`src/rtl/mem_access_unit_if.sv`:
```
// Signal bundle between the pipeline MEM stage, the data-memory bus and the
// load/store unit. Op request (op_*), memory bus (mem_*) and completion (rsp_*).
// Modport master is the load/store unit itself; slave is the environment
// (pipeline plus memory) that surrounds it.
interface mem_access_unit_if;
  // op request from the pipeline
  logic        op_valid;
  logic        op_ready;
  logic [2:0]  op_type;
  logic [31:0] op_addr;
  logic [31:0] op_wdata;
  logic [31:0] op_pc;
  // word-addressed memory bus
  logic        mem_req;
  logic        mem_we;
  logic [31:0] mem_addr;
  logic [3:0]  mem_be;
  logic [31:0] mem_wdata;
  logic        mem_ack;
  logic [31:0] mem_rdata;
  // completion back to the pipeline
  logic        rsp_valid;
  logic [31:0] rsp_rdata;
  logic        rsp_misalign;
  logic        rsp_timeout;
  logic [31:0] rsp_pc;

  modport master (
    input  op_valid, op_type, op_addr, op_wdata, op_pc, mem_ack, mem_rdata,
    output op_ready, mem_req, mem_we, mem_addr, mem_be, mem_wdata,
    output rsp_valid, rsp_rdata, rsp_misalign, rsp_timeout, rsp_pc
  );

  modport slave (
    output op_valid, op_type, op_addr, op_wdata, op_pc, mem_ack, mem_rdata,
    input  op_ready, mem_req, mem_we, mem_addr, mem_be, mem_wdata,
    input  rsp_valid, rsp_rdata, rsp_misalign, rsp_timeout, rsp_pc
  );
endinterface

```
`src/rtl/mem_access_unit.sv`:
```
// Load/store initiator: one op from MEM stage -> word bus cycle -> extended load result.
// Latency: bus request the cycle after accept, rsp_valid the cycle after the ack edge (k+2 per op).
// Backpressure: op_ready only in IDLE; rsp_valid is a single-cycle pulse with no backpressure.
//
// Ports: clk, reset (synchronous, active-high) and the mem_access_unit_if master
// view: op_valid/op_ready/op_type/op_addr/op_wdata/op_pc in, mem_req/mem_we/mem_addr/
// mem_be/mem_wdata out with mem_ack/mem_rdata back, rsp_valid/rsp_rdata/rsp_misalign/
// rsp_timeout/rsp_pc out.
module mem_access_unit #(
  parameter int TIMEOUT_CYC = 16,  // max cycles mem_req stays high without ack (>=1)
  parameter int CNT_W       = 8    // wait counter width, must hold TIMEOUT_CYC
) (
  input  logic              clk,
  input  logic              reset,
  mem_access_unit_if.master bus
);

  typedef enum logic [1:0] {
    IDLE = 2'd0,
    BUS  = 2'd1,
    RESP = 2'd2
  } state_t;

  localparam logic [2:0] OP_LW  = 3'd0;
  localparam logic [2:0] OP_LH  = 3'd1;
  localparam logic [2:0] OP_LHU = 3'd2;
  localparam logic [2:0] OP_LB  = 3'd3;
  localparam logic [2:0] OP_LBU = 3'd4;
  localparam logic [2:0] OP_SW  = 3'd5;
  localparam logic [2:0] OP_SH  = 3'd6;
  localparam logic [2:0] OP_SB  = 3'd7;

  localparam logic [CNT_W-1:0] CNT_LAST = CNT_W'(TIMEOUT_CYC - 1);

  state_t           state;
  state_t           state_nxt;
  logic [2:0]       type_q;
  logic [1:0]       off_q;      // byte offset of the op, selects the load lane
  logic [CNT_W-1:0] cnt;

  logic             misalign;
  logic             is_store;
  logic [3:0]       be_nxt;
  logic [31:0]      wdata_nxt;
  logic [7:0]       byte_sel;
  logic [15:0]      half_sel;
  logic [31:0]      load_ext;
  logic             timeout_hit;

  // Decode of the op presented in IDLE.
  always_comb begin
    misalign  = 1'b0;
    is_store  = 1'b0;
    be_nxt    = 4'b0000;
    wdata_nxt = bus.op_wdata;
    case (bus.op_type)
      OP_LW:  misalign = (bus.op_addr[1:0] != 2'b00);
      OP_LH,
      OP_LHU: misalign = bus.op_addr[0];
      OP_SW: begin
        misalign = (bus.op_addr[1:0] != 2'b00);
        is_store = 1'b1;
        be_nxt   = 4'b1111;
      end
      OP_SH: begin
        misalign  = bus.op_addr[0];
        is_store  = 1'b1;
        be_nxt    = 4'b0011 << bus.op_addr[1:0];
        wdata_nxt = {2{bus.op_wdata[15:0]}};
      end
      OP_SB: begin
        is_store  = 1'b1;
        be_nxt    = 4'b0001 << bus.op_addr[1:0];
        wdata_nxt = {4{bus.op_wdata[7:0]}};
      end
      default: ;
    endcase
  end

  // Lane select and extension of the returned read word.
  always_comb begin
    byte_sel = bus.mem_rdata[{off_q, 3'b000} +: 8];
    half_sel = off_q[1] ? bus.mem_rdata[31:16] : bus.mem_rdata[15:0];
    load_ext = bus.mem_rdata;
    case (type_q)
      OP_LH:   load_ext = {{16{half_sel[15]}}, half_sel};
      OP_LHU:  load_ext = {16'h0000, half_sel};
      OP_LB:   load_ext = {{24{byte_sel[7]}}, byte_sel};
      OP_LBU:  load_ext = {24'h000000, byte_sel};
      default: load_ext = bus.mem_rdata;
    endcase
  end

  assign timeout_hit = (cnt == CNT_LAST);

  always_ff @(posedge clk) begin
    if (reset) state <= IDLE;
    else       state <= state_nxt;
  end

  always_comb begin
    state_nxt     = state;
    bus.op_ready  = 1'b0;
    bus.mem_req   = 1'b0;
    bus.rsp_valid = 1'b0;
    case (state)
      IDLE: begin
        bus.op_ready = 1'b1;
        if (bus.op_valid) state_nxt = misalign ? RESP : BUS;
      end
      BUS: begin
        bus.mem_req = 1'b1;
        // ack takes priority over a timeout on the same edge
        if (bus.mem_ack || timeout_hit) state_nxt = RESP;
      end
      RESP: begin
        bus.rsp_valid = 1'b1;
        state_nxt     = IDLE;
      end
      default: state_nxt = IDLE;
    endcase
  end

  // Bus command is captured at accept and stays stable for the whole bus cycle;
  // response fields are written on entry to RESP and hold afterwards.
  always_ff @(posedge clk) begin
    if (reset) begin
      type_q           <= 3'd0;
      off_q            <= 2'd0;
      cnt              <= '0;
      bus.mem_we       <= 1'b0;
      bus.mem_addr     <= 32'h0;
      bus.mem_be       <= 4'b0000;
      bus.mem_wdata    <= 32'h0;
      bus.rsp_rdata    <= 32'h0;
      bus.rsp_misalign <= 1'b0;
      bus.rsp_timeout  <= 1'b0;
      bus.rsp_pc       <= 32'h0;
    end else begin
      case (state)
        IDLE: begin
          if (bus.op_valid) begin
            type_q        <= bus.op_type;
            off_q         <= bus.op_addr[1:0];
            cnt           <= '0;
            bus.mem_we    <= is_store;
            bus.mem_addr  <= {bus.op_addr[31:2], 2'b00};
            bus.mem_be    <= be_nxt;
            bus.mem_wdata <= wdata_nxt;
            bus.rsp_pc    <= bus.op_pc;
            if (misalign) begin
              bus.rsp_rdata    <= 32'h0;
              bus.rsp_misalign <= 1'b1;
              bus.rsp_timeout  <= 1'b0;
            end
          end
        end
        BUS: begin
          cnt <= cnt + CNT_W'(1);
          if (bus.mem_ack) begin
            bus.rsp_rdata    <= bus.mem_we ? 32'h0 : load_ext;
            bus.rsp_misalign <= 1'b0;
            bus.rsp_timeout  <= 1'b0;
          end else if (timeout_hit) begin
            bus.rsp_rdata    <= 32'h0;
            bus.rsp_misalign <= 1'b0;
            bus.rsp_timeout  <= 1'b1;
          end
        end
        default: ;
      endcase
    end
  end

endmodule

```
`src/flat_wrapper.sv`:
```
// flat-port wrapper written by rule: the top's interface ports become plain ports
module mem_access_unit_flat 
#(
  parameter int TIMEOUT_CYC = 16,                                                    
  parameter int CNT_W       = 8                                                
)
  (clk, reset, bus_op_valid, bus_op_type, bus_op_addr, bus_op_wdata, bus_op_pc, bus_mem_ack, bus_mem_rdata, bus_op_ready, bus_mem_req, bus_mem_we, bus_mem_addr, bus_mem_be, bus_mem_wdata, bus_rsp_valid, bus_rsp_rdata, bus_rsp_misalign, bus_rsp_timeout, bus_rsp_pc);
  mem_access_unit_if bus_i ();
  input  logic clk;
  input  logic reset;
  input wire logic [$bits(bus_i.op_valid)-1:0] bus_op_valid;
  input wire logic [$bits(bus_i.op_type)-1:0] bus_op_type;
  input wire logic [$bits(bus_i.op_addr)-1:0] bus_op_addr;
  input wire logic [$bits(bus_i.op_wdata)-1:0] bus_op_wdata;
  input wire logic [$bits(bus_i.op_pc)-1:0] bus_op_pc;
  input wire logic [$bits(bus_i.mem_ack)-1:0] bus_mem_ack;
  input wire logic [$bits(bus_i.mem_rdata)-1:0] bus_mem_rdata;
  output wire logic [$bits(bus_i.op_ready)-1:0] bus_op_ready;
  output wire logic [$bits(bus_i.mem_req)-1:0] bus_mem_req;
  output wire logic [$bits(bus_i.mem_we)-1:0] bus_mem_we;
  output wire logic [$bits(bus_i.mem_addr)-1:0] bus_mem_addr;
  output wire logic [$bits(bus_i.mem_be)-1:0] bus_mem_be;
  output wire logic [$bits(bus_i.mem_wdata)-1:0] bus_mem_wdata;
  output wire logic [$bits(bus_i.rsp_valid)-1:0] bus_rsp_valid;
  output wire logic [$bits(bus_i.rsp_rdata)-1:0] bus_rsp_rdata;
  output wire logic [$bits(bus_i.rsp_misalign)-1:0] bus_rsp_misalign;
  output wire logic [$bits(bus_i.rsp_timeout)-1:0] bus_rsp_timeout;
  output wire logic [$bits(bus_i.rsp_pc)-1:0] bus_rsp_pc;
  assign bus_i.op_valid = bus_op_valid;
  assign bus_i.op_type = bus_op_type;
  assign bus_i.op_addr = bus_op_addr;
  assign bus_i.op_wdata = bus_op_wdata;
  assign bus_i.op_pc = bus_op_pc;
  assign bus_i.mem_ack = bus_mem_ack;
  assign bus_i.mem_rdata = bus_mem_rdata;
  assign bus_op_ready = bus_i.op_ready;
  assign bus_mem_req = bus_i.mem_req;
  assign bus_mem_we = bus_i.mem_we;
  assign bus_mem_addr = bus_i.mem_addr;
  assign bus_mem_be = bus_i.mem_be;
  assign bus_mem_wdata = bus_i.mem_wdata;
  assign bus_rsp_valid = bus_i.rsp_valid;
  assign bus_rsp_rdata = bus_i.rsp_rdata;
  assign bus_rsp_misalign = bus_i.rsp_misalign;
  assign bus_rsp_timeout = bus_i.rsp_timeout;
  assign bus_rsp_pc = bus_i.rsp_pc;
  mem_access_unit #(.TIMEOUT_CYC(TIMEOUT_CYC), .CNT_W(CNT_W)) u_core (.clk(clk), .reset(reset), .bus(bus_i));
endmodule
```
`config.mk`:
```
export PLATFORM = sky130hd
export DESIGN_NAME = mem_access_unit_flat
export DESIGN_NICKNAME = d
export VERILOG_FILES = /design/src/rtl/mem_access_unit_if.sv /design/src/rtl/mem_access_unit.sv /design/src/flat_wrapper.sv
export SDC_FILE = /design/constraint.sdc
export NUM_CORES = 1
export LEC_CHECK = 0
export ABC_CLOCK_PERIOD_IN_PS = 2100
export CAP_MARGIN = 20
export CORE_ASPECT_RATIO = 0.9
export CORE_MARGIN = 5
export CORE_UTILIZATION = 38
export DETAILED_ROUTE_END_ITERATION = 16
export PLACE_DENSITY_LB_ADDON = 0.25
export SKIP_LAST_GASP = 1
export SLEW_MARGIN = 25
export SYNTH_ARGS = -nofsm -noshare
export SYNTH_HDL_FRONTEND = slang
export SYNTH_SLANG_ARGS = --single-unit
```
`constraint.sdc`:
```
create_clock -name clk -period 2.1 [get_ports clk]
set_input_delay 0.42 -clock clk [delete_from_list [all_inputs] [get_ports clk]]
set_output_delay 0.42 -clock clk [all_outputs]
set_load 0.02 [all_outputs]
```
==> results.txt, run 1 <==
Initial antenna violation count: 0
Syn Inst Count: 773
Nets: 1177
# IOs: 273
Worst-path clk slew: 60 ps
Vias in the first global route: 6082
Met2 WL: 9650 um
Mapped Area: 6310 um2
Pins Over Slew Limit: 0
Worst hold path class: reg -> reg
WS Path Type: reg -> out
Sequential Area: 2970 um2
Final Skew: 12.1 ps
Placer congestion estimate: 0.859
Actual slew at the worst max-slew pin: 597 ps
WL per Instance: 16.3 um
DIE HEIGHT: 132 um
Worst-path fanout max: 9
Area grow syn2layout: 58.0%
GR Overflow Total: 0
Power Total: 7.90 mW
First-pass DRT Iterations: 5
Skew-Pair Late Insertion Delay: 430 ps
Total of max-cap violations: 0
Worst EP arrival: 1600 ps
Number of H-tree levels: 4
CP required: 1680 ps
Post-DP HPWL: 14800 um
Syn avg cell area: 8.17 um2
Fillers: 1415
Root buf cell: clkbuf_16
Die Footprint: 19300 um2
Register area share after synthesis: 46.9%
Design area: 9980 um2
Total Routed Length: 20600 um
Post-synth ARST share: 0%
Flops & latches, synth: 148
Worst VDD drop: 0.580 mV
Max Buffers Root-to-Sink: 2
CTS tree: done
GRT Total Usage: 20.8%
Standard-cell rows: 44
Post-synth EDFFs: 0
Static Leakage: 3.67 nW
RSZ-0062 raised after global routing: no
Share of cells above drive strength 1: 9.20%
Final setup vio count: 0
Core Region: 16200 um2
Final-report hold violation count: 0
Highest routed metal layer: met4
Die extent in x: 146 um
Area after DPL: 9370 um2
Period utilization: 96.3%
M1 WL: 8380 um
First-pass GRT wire length: 32400 um
Total negative setup slack: 0 ps
Initial DRC Count: 396
Worst Setup End Kind: output port
IO buf count: 270
Pin count of the biggest net entering global routing: 119
Via count: 6338
Min Tclk post-route: 2020 ps
Pwr/cell area: 792 nW/um2
Ant diodes: 0
Via/cell ratio: 5.03
Clk sinks: 148
Most used flip-flop cell after synthesis: dfxtp_1
TritonCTS Buffers: 17
Routed Antenna Nets: 0
Met3 wire len: 2270 um
Relative slew slack: 60.2%
DR DRC count: 0
# hold bufs at CTS: 0
Max Clock Freq: 0.495 GHz
Yosys synthesis warning count: 0
Worst hold slack: 451 ps
Setup crit start kind: flip-flop
Outcome: completed
Multi-input logic area: 3030 um2
Yosys cell types: 57
Starting density of the core: 38.9%
-- kinds of logic (layout without fill, tap and decap cells) --
group	after synthesis	in the layout	share of synthesized area, %
simple gates	307	307	20.8
compound gates	212	212	21.5
flops	148	148	46.9
buf+inv	74	354	5.55
mux	27	27	4.58
xor+xnor	3	3	0.416
fa+ha+maj	1	1	0.198
other cells	1	2	0.0594
-- registers in the layout, indices dropped and copies added (netlist names) --
name                     flops
u_core.bus.rsp_timeout       1
u_core.bus.rsp_pc           32
u_core.cnt                   8
u_core.bus.mem_we            1
u_core.type_q                3
u_core.bus.mem_addr         30
u_core.bus.mem_be            4
u_core.bus.mem_wdata        32
u_core.bus.rsp_misalign      1
u_core.state                 2
u_core.off_q                 2
u_core.bus.rsp_rdata        32
-- repair_timing --
| item | in CTS | in global routing |
|---|---|---|
| resized for setup | 4 | 1 |
| hold endpoints to repair | 0 | 0 |
| buffers inserted | 0 | 0 |
| setup endpoints to repair | 3 | 1 |
-- cell usage after synthesis (2+ instances only) --
cell	count	area, um2
a22oi_1	4	30.0
nand3_1	10	50.1
nor2_1	67	251
o32ai_1	7	61.3
a31oi_1	2	12.5
buf_4	2	15.0
buf_2	10	50.1
or2_2	8	50.1
nor2b_1	10	62.6
xnor2_1	3	26.3
nand2_1	184	691
buf_1	8	30.0
clkbuf_1	34	128
a21oi_1	102	510
buf_6	5	56.3
nand2b_1	5	31.3
o211ai_1	16	120
o21ai_1	2	10.0
dfxtp_1	148	2960
a311oi_1	8	70.1
mux2_2	5	56.3
nand4b_1	7	61.3
inv_1	12	45.0
o21a_1	3	22.5
o22ai_1	8	50.1
o21ai_0	15	75.1
mux2i_1	21	210
o2bb2ai_1	25	219
o21bai_1	2	15.0
a211oi_1	11	82.6
nor3b_1	3	22.5
-- through the flow --
step                util, %  instances  worst slack (ps)
floorplan                 -        774               246
global placement       57.7       1229              -278
detailed placement     57.7       1229              -304
CTS                    61.4       1261              40.5
global route           61.4       1261              3.24
finish                 61.4       1261              77.8
-- power breakdown --
| group | internal (mW) | switching (mW) |
|---|---|---|
| combinational | 0.809 | 0.862 |
| sequential | 2.99 | 0.0997 |
| clock | 1.88 | 1.26 |
| total | 5.68 | 2.22 |
-- cell usage in the layout (no fill, tap or decap), drive strengths merged, types with 8 or more instances in the layout --
cell type	count
inv	15
mux2i	21
nor2b	10
nor2	68
a21oi	102
dfxtp	148
nand2	184
clkdlybuf4s50	267
o22ai	8
clkbuf	18
buf	41
a211oi	13
o211ai	16
o2bb2ai	25
nand3	10
a311oi	8
or2	9
o21ai	17
-- worst paths after layout --
check	start	to	slack (ps)	depth (start not counted)
hold reg to reg	u_core.bus.rsp_pc[10]$_SDFFE_PP0P_	u_core.bus.rsp_pc[10]$_SDFFE_PP0P_	450	2
setup reg to reg	u_core.type_q[1]$_SDFFE_PP0P_	u_core.bus.rsp_rdata[2]$_SDFFE_PP0P_	130	5
setup / recovery	u_core.state[1]$_SDFFE_PP0P_	bus_rsp_valid	80	2
hold / removal	u_core.bus.rsp_pc[10]$_SDFFE_PP0P_	u_core.bus.rsp_pc[10]$_SDFFE_PP0P_	450	2
-- metal layers --
| layer | global-route usage (%) | vias to the layer above |
|---|---|---|
| met5 | 0 | - |
| met4 | 6.22 | 0 |
| met3 | 10.5 | 18 |
| met2 | 33.0 | 220 |
| met1 | 24.6 | 2892 |
| li1 | - | 3208 |
-- critical path, cell delays in order (launching register included) --
cell and delay, ps:
dfxtp_2 420, nor2b_1 160, clkdlybuf4s50_1 610
-- area by class of cell --
| class | instances | share of cell area, % |
|---|---|---|
| sequential | 148 | 29.7 |
| multi-input combinational | 552 | 30.4 |
| tap | 207 | 2.60 |
| clock inverter | 14 | 1.77 |
| timing repair buffer | 310 | 30.8 |
| inverter | 12 | 0.451 |
| clock buffer | 18 | 4.30 |
Note: power is estimated with default switching activity, not from simulation.
==> run 2, diff against run 1 <==
- REMOVE_ABC_BUFFERS: default -> 1
==> run 2 against run 1 <==
Against the previous run:
- register-to-register slack better by 80 ps
- clock power down 3%
- global-route usage up 0.71 points
==> results.txt, run 2 (synthesis results as in run 1) <==
Switch share: 27.7%
Grt peak-use layer: met2
Max Clock Freq: 0.514 GHz
Biggest regs: u_core.bus.mem_wdata x32, u_core.bus.rsp_pc x32, u_core.bus.rsp_rdata x32
Worst EP arrival: 2240 ps
IO buf count: 270
Area grow syn2layout: 58.3%
Reg2Reg Setup Slack: 210 ps
Via count: 6432
Worst-path fanout max: 4
Met1 Use GR: 25.1%
RSZ-0062 raised after global routing: no
Final-report hold violation count: 0
Worst VDD drop: 0.579 mV
Max Buffers Root-to-Sink: 2
Util after Layout: 61.5%
Critical Path End: u_core.bus.rsp_timeout$_SDFFE_PP0P_
DIE HEIGHT: 132 um
Initial DRC Count: 305
Switching pwr: 2.17 mW
Total negative setup slack: 0 ps
Core Region: 16200 um2
Static Leakage: 3.72 nW
First-pass GRT wire length: 33600 um
DR DRC count: 0
Via/cell ratio: 5.08
GRT Total Usage: 21.5%
WS Path Type: in -> reg
Starting density of the core: 38.9%
Root buf cell: clkbuf_16
Outcome: completed
Worst hold slack: 328 ps
First-pass DRT Iterations: 5
Final Skew: 7.39 ps
Placer congestion estimate: 0.841
Min Tclk post-route: 1950 ps
Setup crit start kind: input port
CP required: 2400 ps
Routed Antenna Nets: 0
Skew-Pair Late Insertion Delay: 410 ps
GR Overflow Total: 0
Clk network pwr share: 39.0%
Total Routed Length: 21300 um
Vias in the first global route: 6178
Worst-path clk slew: 60 ps
Reg2reg path depth: 7
Multi-input logic area: 3030 um2
Grt met2 use: 34.7%
TritonCTS Buffers: 17
Post-DP HPWL: 15800 um
Relative slew slack: 58.0%
Number of H-tree levels: 4
Total of max-cap violations: 0
Routing usage on met3: 10.5%
Share of power burned in registers: 39.3%
Worst r2r src: u_core.cnt[1]$_SDFFE_PP0P_
Power Internal: 5.67 mW
Most frequent cells in the layout: clkdlybuf4s50_1, nand2_1, dfxtp_1
Final setup vio count: 0
Pins Over Slew Limit: 0
Pin count of the biggest net entering global routing: 109
Initial antenna violation count: 0
Pwr/cell area: 784 nW/um2
Sequential Area: 2960 um2
Nets: 1182
Commonest non-fill, non-tap cell in the layout: clkdlybuf4s50_1
Ant diodes: 0
R2r endpoint: u_core.bus.rsp_rdata[31]$_SDFFE_PP0P_
Die Footprint: 19300 um2
Actual slew at the worst max-slew pin: 628 ps
# IOs: 273
Period utilization: 92.6%
Post-CTS Setup Repair Bufs: 0
CTS tree: done
Combinational share of power: 21.7%
Worst Setup End Kind: flip-flop
Crit path from: bus_op_type[1]
Worst hold path class: in -> reg
Share of cells above drive strength 1: 9.26%
Clk sinks: 148
Die extent in x: 146 um
Fillers: 1390
WL per Instance: 16.8 um
Standard-cell rows: 44
run 2: critical path, stage by stage:
cell and delay (ps):
clkdlybuf4s50_1 460, nand2b_1 160, a221o_1 410, a211oi_4 340, buf_4 180, mux2i_1 210
a211oi_2 60
run 2: routing by layer:
metal | routed length, um | vias to the layer above | part of all wire, %
met1 | 8700 | 2950 | 41
met5 | 0 | - | 0
met3 | 2260 | 29 | 11
met2 | 9880 | 244 | 46
met4 | 450 | 0 | 2.1
li1 | - | 3209 | -
run 2: worst min-delay path by stage:
stage | slack (ps) | start | to | depth (start not counted)
global route | 310 | reset | u_core.bus.rsp_timeout$_SDFFE_PP0P_ | 2
global placement | 440 | u_core.bus.rsp_rdata[0]$_SDFFE_PP0P_ | u_core.bus.rsp_rdata[0]$_SDFFE_PP0P_ | 2
finish | 330 | reset | u_core.bus.rsp_timeout$_SDFFE_PP0P_ | 2
CTS | 310 | reset | u_core.bus.rsp_timeout$_SDFFE_PP0P_ | 2
detailed placement | 450 | u_core.bus.rsp_pc[19]$_SDFFE_PP0P_ | u_core.bus.rsp_pc[19]$_SDFFE_PP0P_ | 2
floorplan | 480 | reset | u_core.bus.rsp_timeout$_SDFFE_PP0P_ | 1
run 2: cell type report:
| class | count | share of cell area, % |
|---|---|---|
| inverter | 12 | 0.451 |
| tap | 207 | 2.59 |
| timing repair buffer | 315 | 31.1 |
| sequential | 148 | 29.6 |
| clock inverter | 13 | 1.58 |
| multi-input combinational | 552 | 30.3 |
| clock buffer | 18 | 4.29 |
run 2: what timing repair did:
item / in CTS / in global routing
setup endpoints to repair: 27 / 1
pin swaps: 0 / 0
hold buffers: 0 / 0
hold endpoints to repair: 0 / 0
cloned: 0 / 0
gates resized for setup: 3 / 1
run 2: power groups by stage:
stage	sequential [mW]	combinational (mW)	clock, mW
floorplan	3.36	0.545	0
global placement	3.14	1.69	0
detailed placement	3.14	1.70	0
CTS	3.08	1.71	3.12
global route	3.10	1.82	3.27
finish	3.08	1.70	3.06
run 2: stage by stage:
step           worst slack (ps)  cell area (um2)  power [mW]  cells
2_1_floorplan             -5720             6010        3.90    712
3_3_place_gp               -407             9400        4.83   1234
3_5_place_dp               -445             9400        4.85   1234
4_1_cts                    45.6             9990        7.92   1265
5_1_grt                    51.9             9990        8.20   1265
6_report                    155             9990        7.84   1265
==> run 3, diff against run 2 <==
- ABC_AREA: default -> 1
==> run 3 against run 2 <==
Against the previous run:
- area after synthesis rose by 7.0%
- register-to-register slack about the same
- total power rose by 9.2%
- flip-flop and latch count unchanged
- first-iteration DRC count rose by 39%
- critical endpoint is now bus_mem_we
- largest power group unchanged
==> results.txt, run 3 <==
Worst hold slack: 473 ps
Post-Place Cells: 1394
Sequential Area: 2960 um2
TritonCTS Buffers: 17
Reg2reg path depth: 8
Max Clock Freq: 0.522 GHz
First-pass DRT Iterations: 6
GR Overflow Total: 0
Fillers: 1594
Final Skew: 10.7 ps
Total negative setup slack: 0 ps
Actual slew at the worst max-slew pin: 648 ps
Worst EP arrival: 1500 ps
Most common library cells after synthesis: nor2_1, dfxtp_1, nand2_1, nand3_1, o21ai_0
Total Routed Length: 22700 um
Nets: 1309
Period utilization: 91.2%
Die extent in x: 151 um
WS Path Type: reg -> out
Most frequent cells in the layout: clkdlybuf4s50_1, nor2_1, dfxtp_1
Syn avg cell area: 7.48 um2
Via count: 6862
Area after DPL: 9860 um2
Routed Antenna Nets: 0
Min Tclk post-route: 1920 ps
Power Total: 8.56 mW
Flops & latches, synth: 148
Slowest cell on the critical path: clkdlybuf4s50_1
Syn Inst Count: 904
Worst Setup End Kind: output port
# IOs: 273
Initial antenna violation count: 0
Final-report hold violation count: 0
Design area: 10500 um2
Die Footprint: 20600 um2
Max Buffers Root-to-Sink: 2
Vias in the first global route: 6618
Pin count of the biggest net entering global routing: 56
Share of cells above drive strength 1: 12.5%
Relative slew slack: 56.8%
Number of H-tree levels: 4
Post-DP HPWL: 16400 um
GRT Total Usage: 21.9%
Placer congestion estimate: 0.906
Biggest regs: u_core.bus.mem_wdata x32, u_core.bus.rsp_pc x32, u_core.bus.rsp_rdata x32
Standard-cell rows: 46
Via/cell ratio: 4.81
Root buf cell: clkbuf_16
CP required: 1680 ps
Pins Over Slew Limit: 0
First-pass GRT wire length: 35200 um
Crit path max-delay family: buffers and inverters
Commonest non-fill, non-tap cell in the layout: clkdlybuf4s50_1
DR DRC count: 0
Post-synth EDFFs: 0
Reg2Reg Setup Slack: 220 ps
Clk sinks: 148
Starting density of the core: 38.5%
Levels on crit path: 1
Post-synth top area cell: dfxtp_1
Crit path largest cell delay: 650 ps
Count leader, synth: nor2_1
Initial DRC Count: 424
Outcome: completed
Post-CTS Setup Repair Bufs: 0
Mapped Area: 6760 um2
Final setup vio count: 0
WHS Path Cells: 2
Yosys cell types: 32
Static Leakage: 4.21 nW
Multi-input logic area: 3250 um2
IO buf count: 270
Worst VDD drop: 0.598 mV
CTS tree: done
Worst hold path class: reg -> reg
Pre-CTS setup slack: -8.92 ps
Top area cells in the synthesized netlist: dfxtp_1, nor2_1, nand2_1
WL per Instance: 15.9 um
Pwr/cell area: 818 nW/um2
CP Cell Sequence: clkdlybuf4s50_1
Util after Layout: 59.6%
Buf/Inv on CP: 1
Ant diodes: 0
Setup crit start kind: flip-flop
PnR worst setup slack: 184 ps
Post-synth ARST share: 0%
Non-filler instance count after layout: 1426
RSZ-0062 raised after global routing: no
Total of max-cap violations: 0
Worst-path clk slew: 60 ps
Yosys synthesis warning count: 0
Most used flip-flop cell after synthesis: dfxtp_1
DIE HEIGHT: 137 um
Yosys top cell area share: 43.8%
Worst-path fanout max: 3
Area grow syn2layout: 54.9%
Skew-Pair Late Insertion Delay: 430 ps
Register area share after synthesis: 43.8%
Core Region: 17600 um2
[run 3: path summary, 6_finish.rpt]
path | to | from
setup / recovery | bus_mem_we | u_core.bus.mem_we$_SDFFE_PP0P_
hold / removal | u_core.bus.rsp_rdata[23]$_SDFFE_PP0P_ | u_core.bus.rsp_rdata[23]$_SDFFE_PP0P_
setup reg to reg | u_core.bus.rsp_rdata[18]$_SDFFE_PP0P_ | u_core.type_q[2]$_SDFFE_PP0P_
hold reg to reg | u_core.bus.rsp_rdata[23]$_SDFFE_PP0P_ | u_core.bus.rsp_rdata[23]$_SDFFE_PP0P_
[run 3: power by group]
| group | internal (mW) | switching, mW |
|---|---|---|
| Combinational | 1.00 | 1.25 |
| Sequential | 3.05 | 0.158 |
| Clock | 1.83 | 1.26 |
[run 3: final cells by class]
class / count / area share, %
Clock buffer: 19 / 4.33
Clock inverter: 13 / 1.41
Inverter: 67 / 2.40
Sequential cell: 148 / 28.3
Tap cell: 240 / 2.87
Multi-Input combinational cell: 634 / 31.1
Timing Repair Buffer: 305 / 29.6
[run 3: what timing repair did]
item                       CTS  global route
setup endpoints to repair    3             1
hold buffers                 0             0
gates resized for setup      3             1
cloned                       0             0
hold endpoints to repair     0             0
[run 3: cell families (layout without fill, tap and decap cells)]
logic type,Yosys count,after routing,synth area share (%)
buffers and inverters,123,404,8.22
other,1,2,0.0555
DFF,148,148,43.8
AOI/OAI and AO/OA,235,235,19.8
adders and majority gates,1,1,0.185
and+or+nand+nor,396,396,27.9
[run 3: worst min-delay path: stages (launching register included)]
cell     delay [ps]
dfxtp_1         310
nand2_1          60
a21oi_1          60
[run 3: layer usage]
layer	global-route usage (%)	part of all wire, %	up-vias	routed length, um
li1	-	-	3501	-
met1	25.3	40	3092	9180
met2	37.0	48	242	11000
met3	9.14	9.2	27	2100
met4	6.90	2.1	0	481
met5	0	0	-	0
